<file path="src/rtl/multiplier.sv">
// Unsigned WIDTH x WIDTH array multiplier with a combinational product P and a registered copy P_q.
// Latency: P is combinational; P_q and out_valid update one clk edge after in_valid is sampled high.
// Backpressure: none; a new product can be accepted on every cycle.
//
// Ports:
//   clk       - rising-edge clock for P_q / out_valid
//   rst       - asynchronous active-high reset, clears P_q and out_valid
//   A, B      - unsigned operands, WIDTH bits each
//   in_valid  - when high at a clk edge, P is captured into P_q
//   P         - combinational product A*B, 2*WIDTH bits
//   P_q       - registered product
//   out_valid - one-cycle strobe, high while P_q holds the product captured on the previous edge
module multiplier #(
    parameter int WIDTH = 2
) (
    input  logic                 clk,
    input  logic                 rst,
    input  logic [WIDTH-1:0]     A,
    input  logic [WIDTH-1:0]     B,
    input  logic                 in_valid,
    output logic [2*WIDTH-1:0]   P,
    output logic [2*WIDTH-1:0]   P_q,
    output logic                 out_valid
);

    // Carry-save array. Row i holds sum bits w_s[j] of weight 2^(i+j) and
    // carry bits w_c[j] of weight 2^(i+j+1). The lowest sum bit of each row
    // is final, giving P[WIDTH-1:0] directly.
    logic [WIDTH-1:0] w_plo;

    genvar gi, gj;
    generate
        for (gi = 0; gi < WIDTH; gi++) begin : g_row
            logic [WIDTH-1:0] w_pp;
            logic [WIDTH-1:0] w_s;
            logic [WIDTH-1:0] w_c;

            for (gj = 0; gj < WIDTH; gj++) begin : g_pp
                assign w_pp[gj] = A[gj] & B[gi];
            end

            if (gi == 0) begin : g_first
                assign w_s = w_pp;
                assign w_c = '0;
            end else begin : g_add
                for (gj = 0; gj < WIDTH; gj++) begin : g_cell
                    if (gj == WIDTH - 1) begin : g_ha
                        // Previous row has no sum bit above its MSB, so only two inputs remain.
                        assign w_s[gj] = w_pp[gj] ^ g_row[gi-1].w_c[gj];
                        assign w_c[gj] = w_pp[gj] & g_row[gi-1].w_c[gj];
                    end else begin : g_fa
                        logic w_x;
                        logic w_y;
                        assign w_x     = g_row[gi-1].w_s[gj+1];
                        assign w_y     = g_row[gi-1].w_c[gj];
                        assign w_s[gj] = w_pp[gj] ^ w_x ^ w_y;
                        assign w_c[gj] = (w_pp[gj] & w_x) | (w_pp[gj] & w_y) | (w_x & w_y);
                    end
                end
            end

            assign w_plo[gi] = w_s[0];
        end
    endgenerate

    // Final ripple-carry adder merging the last row's sum and carry vectors
    // into P[2*WIDTH-1:WIDTH].
    logic [WIDTH-2:0] w_fa;
    logic [WIDTH-2:0] w_fb;
    logic             w_ctop;
    logic [WIDTH-2:0] w_fin;
    logic             w_cy;
    logic             w_top;

    assign w_fa   = g_row[WIDTH-1].w_s[WIDTH-1:1];
    assign w_fb   = g_row[WIDTH-1].w_c[WIDTH-2:0];
    assign w_ctop = g_row[WIDTH-1].w_c[WIDTH-1];

    always_comb begin
        w_fin = '0;
        w_cy  = 1'b0;
        for (int k = 0; k < WIDTH - 1; k++) begin
            w_fin[k] = w_fa[k] ^ w_fb[k] ^ w_cy;
            w_cy     = (w_fa[k] & w_fb[k]) | (w_cy & (w_fa[k] ^ w_fb[k]));
        end
        // The product fits in 2*WIDTH bits, so w_ctop and the ripple carry are
        // never both set; XOR is the full sum of the MSB column.
        w_top = w_ctop ^ w_cy;
    end

    assign P = {w_top, w_fin, w_plo};

    // Registered result path.
    logic [2*WIDTH-1:0] r_p_q;
    logic               r_out_valid;

    always_ff @(posedge clk or posedge rst) begin
        if (rst) begin
            r_p_q       <= '0;
            r_out_valid <= 1'b0;
        end else begin
            r_out_valid <= in_valid;
            if (in_valid) begin
                r_p_q <= P;
            end
        end
    end

    assign P_q       = r_p_q;
    assign out_valid = r_out_valid;

endmodule

</file>
<file path="config.mk">
export PLATFORM = sky130hd
export DESIGN_NAME = multiplier
export DESIGN_NICKNAME = d
export VERILOG_FILES = /design/src/rtl/multiplier.sv
export SDC_FILE = /design/constraint.sdc
export NUM_CORES = 1
export LEC_CHECK = 0
export CAP_MARGIN = 20
export CELL_PAD_IN_SITES_DETAIL_PLACEMENT = 0
export CELL_PAD_IN_SITES_GLOBAL_PLACEMENT = 1
export CORE_AREA = 5 5 42 44
export DETAILED_ROUTE_END_ITERATION = 8
export DIE_AREA = 0 0 47 49
export PLACE_DENSITY = 0.56
export SLEW_MARGIN = 0
export SYNTH_ARGS = -nofsm -noshare
export SYNTH_HDL_FRONTEND = slang
export SYNTH_SLANG_ARGS = --single-unit
export TNS_END_PERCENT = 1
</file>
<file path="constraint.sdc">
create_clock -name clk -period 1.92 [get_ports clk]
set_input_delay 0.384 -clock clk [delete_from_list [all_inputs] [get_ports clk]]
set_output_delay 0.384 -clock clk [all_outputs]
set_load 0.02 [all_outputs]
</file>
# After elaboration in Yosys (flattened, before gate mapping)
# Cells that the tools add are included.
[word_totals] regBits=5 inputBits=7 word_cells=10 rom_bits=0 mem_count=0 latchBits=0 mem_bits_rw=0 out_inout_bits=9
[op_classes] n_lt_le_gt_ge=0 add_sub_neg=0 shifts=0 n_mul=0 bitwise_logic=8 reduce_logical=0 muxes=0 n_eq_ne=0 div_mod_pow=0
[ops] cell="1-bit bitwise AND" n=6
[ops] cell="1-bit bitwise XOR" n=2

# Logic depth before layout (Yosys ltp)
[logic_depth] ltp_word=3 ltp_mapped=4

# Worst setup path after synthesis
# OpenSTA, ideal clock, no wires.
[synth_timing] path_type="input port to output port" start="in A[0]" end="out P[2]" required_ps=1536 n_path_buf=1 arrival_time_ps=1166 stages=4 slack_ps=370 cell_sequence="and2_2 ha_1 ha_1 buf_4"
[synth_between] elab_chain_len=3
[synth_lines] item="start, declared" line="18" text="input logic [WIDTH-1:0] A,"
[synth_lines] item="1-bit bitwise AND" line="39" text="assign w_pp[gj] = A[gj] & B[gi];"
[synth_lines] item="1-bit bitwise AND" line="57" text="assign w_c[gj] = (w_pp[gj] & w_x) | (w_pp[gj] & w_y) | (w_x & w_y);"
[synth_lines] item="1-bit bitwise XOR"
[synth_lines] item="end, declared" line="21" text="output logic [2*WIDTH-1:0] P,"
# No other way between the ends.

# Worst setup path in the final report
# Same ends and word-level chain as after synthesis.

==> run_summary.xml <==
<?xml version="1.0" encoding="UTF-8"?>
<metrics>
  <group name="sta">
    <metric name="worst_slew_pin_slew" unit="ns">0.228</metric>
    <metric name="min_period_over_period" unit="">0.919</metric>
    <metric name="final_report_setup_violation_count" unit="">0</metric>
    <metric name="finalHoldViolCount" unit="">0</metric>
    <metric name="grt_setup_unrepaired" unit="">false</metric>
    <metric name="clock-skew-final" unit="ns">0</metric>
    <metric name="drv_slew" unit="">0</metric>
    <metric name="postLayoutSetupSlackWorst" unit="ns">0.155</metric>
    <metric name="final.setup.tns" unit="ns">0</metric>
    <metric name="period_needed" unit="ns">1.76</metric>
    <metric name="highest_clock_rate" unit="MHz">567</metric>
    <metric name="fin_hold_ws" unit="ns">0.348</metric>
    <metric name="slew_headroom" unit="">0.848</metric>
  </group>
  <group name="clocking">
    <metric name="clkTransAtPathRegs" unit="ns">0.04</metric>
    <metric name="buffers_from_clock_root_to_sink_at_most" unit="">2</metric>
    <metric name="cts.sinks" unit="">5</metric>
    <metric name="cts_htree_levels" unit="">1</metric>
    <metric name="worstSkewPairLatency" unit="ns">0.23</metric>
    <metric name="cts_tree" unit="">done</metric>
    <metric name="clock-root-buffer" unit="">clkbuf_4</metric>
    <metric name="cts-buffers-inserted" unit="">3</metric>
  </group>
  <group name="place">
    <metric name="total_cell_area_at_the_placement_stage" unit="um^2">432</metric>
    <metric name="pre_cts_ws" unit="ns">-0.582</metric>
    <metric name="buffer_ports.inserted" unit="">15</metric>
    <metric name="routabilityCongestion" unit="">0.684</metric>
  </group>
  <group name="setup_path">
    <metric name="critical_path_peak_fanout" unit="">2</metric>
    <metric name="r2r-end" unit="">P_q[0]</metric>
    <metric name="critPathKind" unit="">in2out</metric>
    <metric name="r2r-start" unit="">P_q[0]</metric>
    <metric name="timing.critical_path.required" unit="ns">1.54</metric>
    <metric name="timing.critical_path.arrival" unit="ns">1.38</metric>
    <metric name="timing.reg2reg.worst_path_depth" unit="">1</metric>
    <metric name="worstSetupEndpointType" unit="">primary output</metric>
    <metric name="worst_path_cell_with_the_longest_stage_delay" unit="">ha_4</metric>
    <metric name="startpoint_type" unit="">primary input</metric>
    <metric name="critPathMaxStageDelay" unit="ns">0.27</metric>
    <metric name="ordered_list_of_cells_on_the_worst_path" unit="">dlygate4sd2_1, and2_2, ha_2, ha_4, buf_6</metric>
    <metric name="reg2reg_setup_slack" unit="ns">1.17</metric>
  </group>
  <group name="drt">
    <metric name="drt_pre_antenna_iters" unit="">2</metric>
    <metric name="route.detailed.wl_per_inst" unit="um">12.0</metric>
    <metric name="via_count" unit="">215</metric>
    <metric name="vias_per_cell" unit="">3.91</metric>
    <metric name="drt-initial-drc-count" unit="">1</metric>
    <metric name="route.final.wire_length" unit="um">660</metric>
    <metric name="route.detailed.drc" unit="">0</metric>
    <metric name="final_antenna_net_count" unit="">0</metric>
  </group>
  <group name="worst_hold_path">
    <metric name="hold_class" unit="">in2async</metric>
  </group>
  <group name="yosys">
    <metric name="yosys_cell_types" unit="">9</metric>
    <metric name="synth_top_area_share" unit="">0.508</metric>
    <metric name="synthesis.area_per_instance" unit="um^2">13.7</metric>
    <metric name="netlist_instances" unit="">18</metric>
    <metric name="synth_nets" unit="">27</metric>
    <metric name="post_synth_main_area_contributors" unit="">dfrtp_1, mux2_2, ha_1</metric>
    <metric name="yosys.area.top_type" unit="">dfrtp_1</metric>
    <metric name="ys_seq_area_frac" unit="">0.508</metric>
    <metric name="yosys_register_bits" unit="">5</metric>
    <metric name="yosys_warnings" unit="">0</metric>
    <metric name="syn_area" unit="um^2">246</metric>
  </group>
  <group name="cells_and_area">
    <metric name="num-fill-cells" unit="">154</metric>
    <metric name="drive_above_1_share" unit="">0.487</metric>
    <metric name="layout.nets" unit="">49</metric>
    <metric name="antennaDiodeCount" unit="">0</metric>
    <metric name="final_area" unit="um^2">472</metric>
    <metric name="layout-area-overhead-vs-synth" unit="%">91.4</metric>
  </group>
  <group name="die">
    <metric name="number_of_top_level_pins" unit="">16</metric>
    <metric name="die_area" unit="um^2">2300</metric>
    <metric name="horizontal_die_dimension" unit="um">47</metric>
    <metric name="floorplan.initialDensity" unit="">0.176</metric>
    <metric name="floorplan.die.height" unit="um">49</metric>
    <metric name="core-area" unit="um^2">1400</metric>
    <metric name="std_cell_rows" unit="">14</metric>
  </group>
  <group name="grt">
    <metric name="grt_antenna_before_repair" unit="">0</metric>
    <metric name="total_global_route_track_usage" unit="">0.0630</metric>
    <metric name="grt_first_pass_wirelength" unit="um">1030</metric>
    <metric name="grt_start_max_net_pins" unit="">6</metric>
    <metric name="grt.overflow.total" unit="">0</metric>
    <metric name="first_global_vias" unit="">255</metric>
  </group>
  <group name="power_and_ir_drop">
    <metric name="p_leak" unit="nW">0.251</metric>
    <metric name="ir_worst_vdd" unit="V">0.000334</metric>
    <metric name="cellPowerDensity" unit="nW/um^2">686</metric>
  </group>
  <group name="status">
    <metric name="run_status" unit="">complete, no violations</metric>
  </group>
  <group name="job">
    <metric name="timing.max_cap.violations" unit="">0</metric>
  </group>
</metrics>
-- per-layer routing --
| metal | GRT usage | up-vias | share of wire |
|---|---|---|---|
| li1 | - | 101 | - |
| met1 | 0.0781 | 99 | 0.41 |
| met2 | 0.0928 | 15 | 0.45 |
| met3 | 0.0148 | 0 | 0.14 |
| met4 | 0.0415 | 0 | 0 |
| met5 | 0 | - | 0 |
-- Yosys cell counts --
| cell type | count |
|---|---|
| dfrtp_1 | 5 |
| mux2_2 | 3 |
| and2_1 | 2 |
| buf_4 | 2 |
| ha_1 | 2 |
| and2_2 | 1 |
| and2_4 | 1 |
| inv_1 | 1 |
| mux2_4 | 1 |
-- final cells by class --
type | instances | area [um^2] | share of cell area
clock buffers | 4 | 26.3 | 0.0557
inverters | 1 | 3.75 | 0.00796
multi-input cells | 10 | 120 | 0.255
flip-flops and latches | 5 | 125 | 0.265
well taps | 16 | 20.0 | 0.0424
repair buffers | 19 | 176 | 0.374
-- repair_timing --
| item | in CTS | in global routing |
|---|---|---|
| endpoints found under the setup margin | 4 | 2 |
| gates resized for setup | 17 | 5 |
| pin swaps | 0 | 2 |
| hold buffers | 0 | 0 |
| buffers inserted | 0 | 0 |
-- cell families after synthesis --
| kind of cell | synth area share |
|---|---|
| fa+ha+maj | 0.102 |
| buf+inv | 0.0761 |
| simple gates | 0.117 |
| flops | 0.508 |
| mux | 0.198 |
-- registers in the layout, summed over array words and instances (netlist names) --
name,cells
P_q,4
out_valid,1
-- worst max path at each step --
stage / start / end / slack [ns] / depth (start not counted)
after floorplan: A[0] / P[2] / 0.37 / 4
after global placement: A[0] / P[2] / -0.53 / 5
after detailed placement: A[0] / P[2] / -0.58 / 5
after CTS: B[1] / P[2] / -0.07 / 5
after global routing: A[0] / P[2] / 0.12 / 5
final: A[0] / P[2] / 0.16 / 5
-- per-stage QoR --
stage	utilization	power [mW]	instances
2_1_floorplan	-	0.160	18
3_3_place_gp	0.308	0.209	51
3_5_place_dp	0.308	0.210	51
4_1_cts	0.328	0.332	55
5_1_grt	0.337	0.338	55
6_report	0.337	0.323	55
-- critical path: cells and delay by family --
kind	cells	cell delay, ns
buffers and inverters	2	0.36
adder cells (fa/ha/maj)	2	0.45
AND/OR/NAND/NOR	1	0.19
-- power breakdown --
part           internal (mW)  switching [mW]
Sequential             0.115         0.00425
Clock                 0.0783          0.0382
Combinational         0.0501          0.0379
-- layout by cell type, fill, tap and decap left out, drive strengths merged --
| cell type | netlist | final |
|---|---|---|
| dlygate4sd2 | 0 | 2 |
| dfrtp | 5 | 5 |
| inv | 1 | 1 |
| dlymetal6s2s | 0 | 3 |
| clkbuf | 0 | 4 |
| and2 | 4 | 4 |
| mux2 | 4 | 4 |
| ha | 2 | 2 |
| clkdlybuf4s50 | 0 | 7 |
| buf | 2 | 7 |
Note: power is estimated with default switching activity, not from simulation.
